==> src/rtl/dsp48a1_mac_ctrl_pkg.sv <==
// Shared constants and types for the DSP48A1 multiply-accumulate controller:
// OPMODE codes, tag bit positions and the tag-to-OPMODE mapping.
package dsp48a1_mac_ctrl_pkg;

  localparam logic [7:0] OPM_MAC_FIRST = 8'h01;  // X=M, Z=0
  localparam logic [7:0] OPM_MAC_ACC   = 8'h09;  // X=M, Z=P
  localparam logic [7:0] OPM_IDLE      = 8'h00;

  localparam int TAG_V = 0;
  localparam int TAG_F = 1;
  localparam int TAG_L = 2;

  typedef logic [2:0] tag_t;

  typedef enum logic {
    ST_IDLE  = 1'b0,
    ST_ACCUM = 1'b1
  } state_e;

  function automatic logic [7:0] opmode_for(input tag_t t);
    if (!t[TAG_V]) begin
      return OPM_IDLE;
    end else if (t[TAG_F]) begin
      return OPM_MAC_FIRST;
    end
    return OPM_MAC_ACC;
  endfunction

endpackage

==> src/rtl/dsp48a1_mac_ctrl_if.sv <==
// Operand and result streams of the MAC controller (valid/ready on both sides).
interface dsp48a1_mac_ctrl_if #(
  parameter int LEN_W = 16,
  parameter int RES_W = 40
) ();

  logic             in_valid;
  logic             in_ready;
  logic [17:0]      in_a;
  logic [17:0]      in_b;
  logic [LEN_W-1:0] len;
  logic             out_valid;
  logic             out_ready;
  logic [RES_W-1:0] out_res;
  logic             out_sat;

  modport master (
    output in_valid, in_a, in_b, len, out_ready,
    input  in_ready, out_valid, out_res, out_sat
  );

  modport slave (
    input  in_valid, in_a, in_b, len, out_ready,
    output in_ready, out_valid, out_res, out_sat
  );

endinterface

==> src/rtl/dsp48a1_mac_ctrl_tag_pipe.sv <==
// DEPTH-stage shift register of issue tags; stage k holds the tag issued k cycles ago.
module dsp_tag_pipe
  import dsp48a1_mac_ctrl_pkg::*;
#(
  parameter int DEPTH = 3
) (
  input  logic              clk,
  input  logic              rst,
  input  tag_t              tag_i,
  output tag_t [DEPTH:1]    stage_o
);

  tag_t [DEPTH:1] stage_q;
  tag_t [DEPTH:1] stage_d;

  genvar gi;
  generate
    for (gi = 1; gi <= DEPTH; gi++) begin : g_stage
      if (gi == 1) begin : g_head
        assign stage_d[gi] = tag_i;
      end else begin : g_body
        assign stage_d[gi] = stage_q[gi-1];
      end
    end
  endgenerate

  always_ff @(posedge clk or posedge rst) begin
    if (rst) begin
      stage_q <= '0;
    end else begin
      stage_q <= stage_d;
    end
  end

  assign stage_o = stage_q;

endmodule

==> src/rtl/dsp48a1_mac_ctrl.sv <==
// Drives a DSP48A1 slice as an unsigned MAC and returns one dot-product per LEN-sample block.
// Optional saturation of the result to RES_W bits is enabled by defining MAC_SAT_EN.
module dsp48a1_mac_ctrl
  import dsp48a1_mac_ctrl_pkg::*;
#(
  parameter int DSP_LAT = 3,
  parameter int OPM_DLY = 2,
  parameter int LEN_W   = 16,
  parameter int RES_W   = 40
) (
  input  logic                clk,
  input  logic                rst,
  dsp48a1_mac_ctrl_if.slave   bus,
  output logic [17:0]         dsp_a_o,
  output logic [17:0]         dsp_b_o,
  output logic [7:0]          dsp_opmode_o,
  output logic                dsp_cep_o,
  input  logic [47:0]         dsp_p_i
);

  state_e           state_q, state_d;
  logic [LEN_W-1:0] cnt_q, cnt_d;
  logic [LEN_W-1:0] len_q, len_d;
  logic [LEN_W-1:0] len_eff, len_cur;
  logic             is_last, last_pending, in_ready, issue, capture;
  tag_t             issue_tag;
  tag_t [DSP_LAT:1] stages;
  tag_t [DSP_LAT:0] taps;
  logic [7:0]       opmode_q;
  logic             cep_q;
  logic             out_valid_q;
  logic [RES_W-1:0] res_q, res_d;

  assign len_eff = (bus.len == '0) ? LEN_W'(1) : bus.len;
  assign len_cur = (state_q == ST_IDLE) ? len_eff : len_q;
  assign is_last = (cnt_q == len_cur - LEN_W'(1));

  always_comb begin
    last_pending = 1'b0;
    for (int k = 1; k <= DSP_LAT; k++) begin
      last_pending = last_pending | stages[k][TAG_L];
    end
  end

  always_ff @(posedge clk or posedge rst) begin
    if (rst) begin
      state_q <= ST_IDLE;
      cnt_q   <= '0;
      len_q   <= LEN_W'(1);
    end else begin
      state_q <= state_d;
      cnt_q   <= cnt_d;
      len_q   <= len_d;
    end
  end

  always_comb begin
    state_d = state_q;
    cnt_d   = cnt_q;
    len_d   = len_q;
    if (issue) begin
      if (is_last) begin
        state_d = ST_IDLE;
        cnt_d   = '0;
      end else begin
        state_d = ST_ACCUM;
        cnt_d   = cnt_q + LEN_W'(1);
      end
      if (state_q == ST_IDLE) begin
        len_d = len_eff;
      end
    end
  end

  // A block's closing sample waits until no earlier result is outstanding.
  always_comb begin
    in_ready         = !(is_last && (out_valid_q || last_pending));
    issue            = bus.in_valid && in_ready;
    issue_tag        = '0;
    issue_tag[TAG_V] = issue;
    issue_tag[TAG_F] = issue && (state_q == ST_IDLE);
    issue_tag[TAG_L] = issue && is_last;
    dsp_a_o          = issue ? bus.in_a : 18'd0;
    dsp_b_o          = issue ? bus.in_b : 18'd0;
  end

  assign bus.in_ready = in_ready;

  dsp_tag_pipe #(.DEPTH(DSP_LAT)) u_tag_pipe (
    .clk     (clk),
    .rst     (rst),
    .tag_i   (issue_tag),
    .stage_o (stages)
  );

  assign taps = {stages, issue_tag};

  // OPMODE passes through the slice's own register, so it leads CEP by one
  // cycle; both then coincide with the sample sitting in M at cycle OPM_DLY.
  always_ff @(posedge clk or posedge rst) begin
    if (rst) begin
      opmode_q <= OPM_IDLE;
      cep_q    <= 1'b0;
    end else begin
      opmode_q <= opmode_for(taps[OPM_DLY-2]);
      cep_q    <= taps[OPM_DLY-1][TAG_V];
    end
  end

  assign dsp_opmode_o = opmode_q;
  assign dsp_cep_o    = cep_q;
  assign capture      = taps[DSP_LAT][TAG_L];

`ifdef MAC_SAT_EN
  logic p_ovf;
  logic sat_q;
  assign p_ovf = (dsp_p_i >> RES_W) != 48'd0;
  assign res_d = p_ovf ? {RES_W{1'b1}} : dsp_p_i[RES_W-1:0];

  always_ff @(posedge clk or posedge rst) begin
    if (rst) begin
      sat_q <= 1'b0;
    end else if (capture) begin
      sat_q <= p_ovf;
    end
  end

  assign bus.out_sat = sat_q;
`else
  logic unused_p_hi;
  assign unused_p_hi = ^(dsp_p_i >> RES_W);
  assign res_d       = dsp_p_i[RES_W-1:0];
  assign bus.out_sat = 1'b0;
`endif

  always_ff @(posedge clk or posedge rst) begin
    if (rst) begin
      out_valid_q <= 1'b0;
      res_q       <= '0;
    end else if (capture) begin
      out_valid_q <= 1'b1;
      res_q       <= res_d;
    end else if (out_valid_q && bus.out_ready) begin
      out_valid_q <= 1'b0;
    end
  end

  assign bus.out_valid = out_valid_q;
  assign bus.out_res   = res_q;

endmodule
==> src/flat_wrapper.sv <==
// flat-port wrapper written by rule: the top's interface ports become plain ports
module dsp48a1_mac_ctrl_flat import dsp48a1_mac_ctrl_pkg::*;
#(
  parameter int DSP_LAT = 3,
  parameter int OPM_DLY = 2,
  parameter int LEN_W   = 16,
  parameter int RES_W   = 40
)
  (clk, rst, dsp_a_o, dsp_b_o, dsp_opmode_o, dsp_cep_o, dsp_p_i, bus_in_valid, bus_in_a, bus_in_b, bus_len, bus_out_ready, bus_in_ready, bus_out_valid, bus_out_res, bus_out_sat);
  dsp48a1_mac_ctrl_if #(.LEN_W(LEN_W), .RES_W(RES_W)) bus_i ();
  input  logic clk;
  input  logic rst;
  output logic [17:0] dsp_a_o;
  output logic [17:0] dsp_b_o;
  output logic [7:0] dsp_opmode_o;
  output logic dsp_cep_o;
  input  logic [47:0] dsp_p_i;
  input wire logic [$bits(bus_i.in_valid)-1:0] bus_in_valid;
  input wire logic [$bits(bus_i.in_a)-1:0] bus_in_a;
  input wire logic [$bits(bus_i.in_b)-1:0] bus_in_b;
  input wire logic [$bits(bus_i.len)-1:0] bus_len;
  input wire logic [$bits(bus_i.out_ready)-1:0] bus_out_ready;
  output wire logic [$bits(bus_i.in_ready)-1:0] bus_in_ready;
  output wire logic [$bits(bus_i.out_valid)-1:0] bus_out_valid;
  output wire logic [$bits(bus_i.out_res)-1:0] bus_out_res;
  output wire logic [$bits(bus_i.out_sat)-1:0] bus_out_sat;
  assign bus_i.in_valid = bus_in_valid;
  assign bus_i.in_a = bus_in_a;
  assign bus_i.in_b = bus_in_b;
  assign bus_i.len = bus_len;
  assign bus_i.out_ready = bus_out_ready;
  assign bus_in_ready = bus_i.in_ready;
  assign bus_out_valid = bus_i.out_valid;
  assign bus_out_res = bus_i.out_res;
  assign bus_out_sat = bus_i.out_sat;
  dsp48a1_mac_ctrl #(.DSP_LAT(DSP_LAT), .OPM_DLY(OPM_DLY), .LEN_W(LEN_W), .RES_W(RES_W)) u_core (.clk(clk), .rst(rst), .bus(bus_i), .dsp_a_o(dsp_a_o), .dsp_b_o(dsp_b_o), .dsp_opmode_o(dsp_opmode_o), .dsp_cep_o(dsp_cep_o), .dsp_p_i(dsp_p_i));
endmodule
==> config.mk <==
export PLATFORM = sky130hd
export DESIGN_NAME = dsp48a1_mac_ctrl_flat
export DESIGN_NICKNAME = d
export VERILOG_FILES = /design/src/rtl/dsp48a1_mac_ctrl_pkg.sv /design/src/rtl/dsp48a1_mac_ctrl_if.sv /design/src/rtl/dsp48a1_mac_ctrl_tag_pipe.sv /design/src/rtl/dsp48a1_mac_ctrl.sv /design/src/flat_wrapper.sv
export SDC_FILE = /design/constraint.sdc
export NUM_CORES = 1
export LEC_CHECK = 0
export CAP_MARGIN = 40
export CORE_MARGIN = 2
export CORE_UTILIZATION = 43
export CTS_BUF_LIST = sky130_fd_sc_hd__clkbuf_4 sky130_fd_sc_hd__clkbuf_8 sky130_fd_sc_hd__clkbuf_16
export DETAILED_ROUTE_END_ITERATION = 16
export PLACE_DENSITY = 0.79
export RECOVER_POWER = 100
export SYNTH_ARGS = -nofsm -noshare
export SYNTH_HDL_FRONTEND = slang
export SYNTH_HIERARCHICAL = 1
export SYNTH_SLANG_ARGS = --single-unit
==> constraint.sdc <==
create_clock -name clk -period 7.2 [get_ports clk]
set_clock_uncertainty 0.2 [all_clocks]
set_input_delay 1.8 -clock clk [delete_from_list [all_inputs] [get_ports clk]]
set_output_delay 1.8 -clock clk [all_outputs]
set_load 0.02 [all_outputs]
; Word level (Yosys, flattened, before mapping)
; Index checks and enable logic that the tools add are counted.
[totals]
n_memories = 0
input_bits = 104
regBits = 92
ram_bits = 0
mem_bits_ro = 0
out_inout_bits = 88
latchBits = 0
[op_classes]
shift = 0
muxes = 13
addsub = 2
bitwise_logic = 3
div = 0
mul = 0
n_lt_le_gt_ge = 0
n_eq_ne = 1
n_reduce_logical = 9
[op_table]
columns = cell, n
row1 = $mux W16, 3
row2 = $mux W18, 2
row3 = $mux W8, 3
row4 = $add A16 B1 Y16 const B, 1
row5 = $eq A16 B16 Y1, 1
row6 = $logic_not A16 Y1, 1
row7 = $sub A16 B1 Y16 const B, 1
row8 = $logic_and A1 B1 Y1, 5
row9 = $mux W1, 5
row10 = $or A1 B1 Y1, 2
row11 = $reduce_bool A2 Y1, 1
row12 = $logic_not A1 Y1, 1
row13 = $logic_or A1 B1 Y1, 1
row14 = $not A1 Y1, 1

; Depth between registers and ports, before layout
[depth]
depth_word = 12
mapped_depth = 14
mapped_depth_nobuf = 12

; Hierarchy
; The synthesis kept the hierarchy.
[by_module_without_submodules]
columns = module, seq_area_each_um2, instances, cells_per_inst, area_per_inst_um2
row1 = dsp48a1_mac_ctrl, 1928.1, 1, 408, 4290.4
row2 = dsp_tag_pipe, 225.2, 1, 10, 229.0

; Worst setup path before layout
; OpenSTA, ideal clock, no wires.
[synth_path]
path_type = input-to-output
from = input port bus_len[8]
to = output port dsp_b_o[11]
n_path_buf = 2
arrival_ns = 4.899
stages = 14
slack_ns = 0.301
path_cell_list = or4_4 nor4_4 a31oi_4 ha_1 o21ai_0 o22ai_1 o22ai_1 nand2_1 or4_4 o31ai_1 buf_2 inv_2 buf_2 and2_1
[synth_between]
elab_chain_cells = 9
[synth_lines]
columns = element, line_no
row1 = from (decl), flat_wrapper.sv:21  ; input wire logic [$bits(bus_i.len)-1:0] bus_len;
row2 = $logic_not A16 Y1, dsp48a1_mac_ctrl.sv:34  ; assign len_eff = (bus.len == '0) ? LEN_W'(1) : bus.len;
row3 = $mux W16 (*), dsp48a1_mac_ctrl.sv:34
row4 = $mux W16 (*), dsp48a1_mac_ctrl.sv:35  ; assign len_cur = (state_q == ST_IDLE) ? len_eff : len_q;
row5 = $sub A16 B1 Y16 (*), dsp48a1_mac_ctrl.sv:36  ; assign is_last = (cnt_q == len_cur - LEN_W'(1));
row6 = $eq A16 B16 Y1 (*), dsp48a1_mac_ctrl.sv:36
row7 = $logic_and A1 B1 Y1 (*), dsp48a1_mac_ctrl.sv:77  ; in_ready = !(is_last && (out_valid_q || last_pending));
row8 = $logic_not A1 Y1 (*), dsp48a1_mac_ctrl.sv:77
row9 = $logic_and A1 B1 Y1 (*), dsp48a1_mac_ctrl.sv:78  ; issue = bus.in_valid && in_ready;
row10 = net u_core.issue, dsp48a1_mac_ctrl.sv:25  ; logic is_last, last_pending, in_ready, issue, capture;
row11 = $mux W18 (*), dsp48a1_mac_ctrl.sv:84  ; dsp_b_o = issue ? bus.in_b : 18'd0;
row12 = to (decl), flat_wrapper.sv:14  ; output logic [17:0] dsp_b_o;
; The timed path passes the listed nets; every way through them passes the cells marked *.

; Worst setup path in the final report
[layout_path]
from = input port bus_len[9]
to = output port dsp_b_o[9]
[layout_between]
elab_chain_cells = 9
[layout_lines]
columns = element, line_no
row1 = $logic_not A16 Y1, dsp48a1_mac_ctrl.sv:34
row2 = $mux W16 (*), dsp48a1_mac_ctrl.sv:34
row3 = $mux W16 (*), dsp48a1_mac_ctrl.sv:35
row4 = $sub A16 B1 Y16 (*), dsp48a1_mac_ctrl.sv:36
row5 = $eq A16 B16 Y1 (*), dsp48a1_mac_ctrl.sv:36
row6 = $logic_and A1 B1 Y1 (*), dsp48a1_mac_ctrl.sv:77
row7 = $logic_not A1 Y1 (*), dsp48a1_mac_ctrl.sv:77
row8 = $logic_and A1 B1 Y1 (*), dsp48a1_mac_ctrl.sv:78
row9 = $mux W18 (*), dsp48a1_mac_ctrl.sv:84
; Mark *: on every way between the ends. The rest lies on a longest branch, timed or not.

==> impl_metrics.py <==
metrics = {
    "outcome": {
        "status": "complete, but fails checks",
        "violations": "max-capacitance violations, max-slew violations",
    },
    "routing": {
        "firstDrtPassIters": 4,
        "postRouteAntennaNets": 0,
        "first_iter_violations": 233,
        "wl_per_cell_um": 15.9,
        "num_vias": 3961,
        "drc": 0,
        "drt_wl_total_mm": 12.1,
        "viasPerCell": 5.23,
    },
    "power_and_ir_drop": {
        "sequentialPowerShare_pct": 41.2,
        "power.internal_mw": 0.907,
        "p_total_mw": 1.34,
        "clock_power_share_pct": 28.5,
        "p_sw_share_pct": 32.4,
        "power.static_leakage_nw": 3.32,
        "combPwrFrac_pct": 30.3,
        "vdd_ir_drop_max_v": 0.0000874,
        "power_switching_mw": 0.435,
        "power.density_nw_per_um2": 198,
    },
    "worst_setup_path": {
        "cp_cell_sequence": "clkbuf_2 -> or4_4 -> nor4_4 -> a31oi_4 -> buf_4 -> buf_4 -> nor4_4 -> a41oi_1 -> or4_4 -> o31ai_4 -> buf_4 -> buf_6 -> inv_6 -> and2_1 -> buf_2",
        "crit_family": "simple AND/OR/NAND/NOR gates",
        "cpMaxStageDelayCell": "or4_4",
        "endpoint_kind": "primary output",
        "cp_num_buf_inv": 7,
        "crit_type": "in -> out",
        "cpMostUsedCell": "buf_4",
        "crit_required_ps": 5200,
        "crit_fanout": 19,
        "critical-path-max-stage-delay_ps": 570,
        "cp.arrival_ps": 5120,
        "start_kind": "input port",
    },
    "sta": {
        "period_needed_ps": 7120,
        "setup_ws_ps": 76.5,
        "finalSetupViolCount": 0,
        "hold_viol_final": 0,
        "rsz0062_at_grt": "true",
        "fin_crit_sh_pct": 98.9,
        "clock.fmax_mhz": 140,
        "tightest_slew_ps": 3320,
        "drv_slew": 63,
        "slew-limit-headroom_pct": -121,
    },
    "job": {
        "drv_cap": 1,
    },
    "final_layout": {
        "utilization_pct": 68.6,
        "syn_to_final_growth_pct": 54.2,
        "fillerInstances": 737,
        "fin_cells": 758,
        "drive_gt1_share_pct": 24.6,
        "antenna_cells": 0,
        "multi_input_area_um2": 2250,
        "layout.nets": 726,
        "regArea_um2": 2030,
    },
    "placement": {
        "globalplace.congestion": 0.829,
        "post-dp-hpwl_mm": 8.74,
        "io_buffers": 176,
        "placed_cells": 731,
        "dpl_worst_slack_ps": -722,
    },
    "clock_tree": {
        "root_buffer": "clkbuf_8",
        "clk_pin_slew_ps": 80,
        "htree_levels": 3,
        "clock_latency_ps": 360,
        "cts_made_buffers": 9,
        "cts_tree": "yes",
        "clk_path_buf_depth": 2,
        "cts.sinks": 81,
    },
    "global_route": {
        "grt_max_degree": 63,
        "gr-total-overflow": 0,
        "first_global_vias": 4097,
        "grt_pass1_wl_mm": 19.5,
        "antenna_found_initial": 0,
        "globalRouteTotalUtil_pct": 22.2,
    },
    "die": {
        "core_um2": 9860,
        "dieArea_um2": 11000,
        "io_pins": 192,
        "start_util_pct": 44.5,
        "die_y_um": 105,
        "fp-row-count": 36,
        "fp.dieW_um": 105,
    },
    "logic_synthesis": {
        "ys_warn_count": 6,
        "synthCells": 412,
        "syn_area_um2": 4390,
        "syn-mean-instance-area_um2": 10.7,
    },
    "worst_hold_path": {
        "hold_class": "reg -> reg",
    },
}
-- timing repair --
item | CTS | global route
cloned | 3 | 0
hold buffers | 0 | 0
buffers inserted | 5 | 4
pin swaps | 3 | 9
resized for setup | 117 | 75
setup endpoints to repair | 37 | 37
hold endpoints to repair | 0 | 0
-- per-layer routing --
layer	vias to the layer above	track usage (%)	share of wire, %
li1	1873	-	-
met1	1887	26.0	40
met2	183	40.5	52
met3	18	3.24	6.5
met4	0	8.67	1.8
met5	-	0	0
-- power by group through the flow --
stage	combinational (mW)	sequential, mW	clock, mW
finish	0.407	0.552	0.382
global route	0.445	0.557	0.404
CTS	0.391	0.550	0.390
detailed placement	0.387	0.559	0
global placement	0.371	0.555	0
floorplan	0.252	0.538	0
-- final timing paths --
check	startpoint	to	slack (ps)	cells after the start
min reg2reg	u_core/u_tag_pipe/stage_o[2]$_DFF_PP0_	u_core/u_tag_pipe/stage_o[5]$_DFF_PP0_	180	0
max in group asynchronous	rst	u_core/len_q[4]$_DFFE_PP0P_	1470	3
min in group asynchronous	rst	u_core/u_tag_pipe/stage_o[5]$_DFF_PP0_	1580	2
max reg2reg	u_core/state_q$_DFFE_PP0P_	u_core/len_q[10]$_DFFE_PP0P_	2450	12
min	u_core/u_tag_pipe/stage_o[2]$_DFF_PP0_	u_core/u_tag_pipe/stage_o[5]$_DFF_PP0_	180	0
max	bus_len[9]	dsp_b_o[9]	80	15
-- through the flow --
step / area (um2) / TNS, ps / hold slack (ps)
floorplan: 4410 / 0 / 131
finish: 6770 / 0 / 177
detailed placement: 6440 / -25490 / 161
CTS: 6650 / -2050 / 178
global placement: 6440 / -23310 / 140
global route: 6770 / -572 / 194
-- state kept, by name (all words and copies together) (netlist names) --
| register | cells |
|---|---|
| u_core/bus.out_res | 40 |
| u_core/bus.out_valid | 1 |
| u_core/cnt_q | 16 |
| u_core/dsp_cep_o | 1 |
| u_core/dsp_opmode_o | 2 |
| u_core/len_q | 16 |
| u_core/state_q | 1 |
| u_core/u_tag_pipe/stage_o | 4 |
-- final cells by class --
| class | count | share of cell area [%] |
|---|---|---|
| inverter | 11 | 0.813 |
| clock inverter | 5 | 1.26 |
| timing repair buffer | 217 | 29.8 |
| clock buffer | 11 | 2.14 |
| tap | 133 | 2.46 |
| sequential | 81 | 30.0 |
| timing repair inverter | 3 | 0.314 |
| multi-input combinational | 297 | 33.3 |
-- cell usage in the layout, fill, tap and decap left out, types with 17 or more instances in the layout --
cell and count:
buf_6 18, clkdlybuf4s50_1 44, nand2_1 24, mux2_2 42, mux2i_1 17, and2_1 36, buf_4 37, dlygate4sd3_1 86
dfrtp_1 80
No activity file was read; power rests on OpenSTA's default activity.
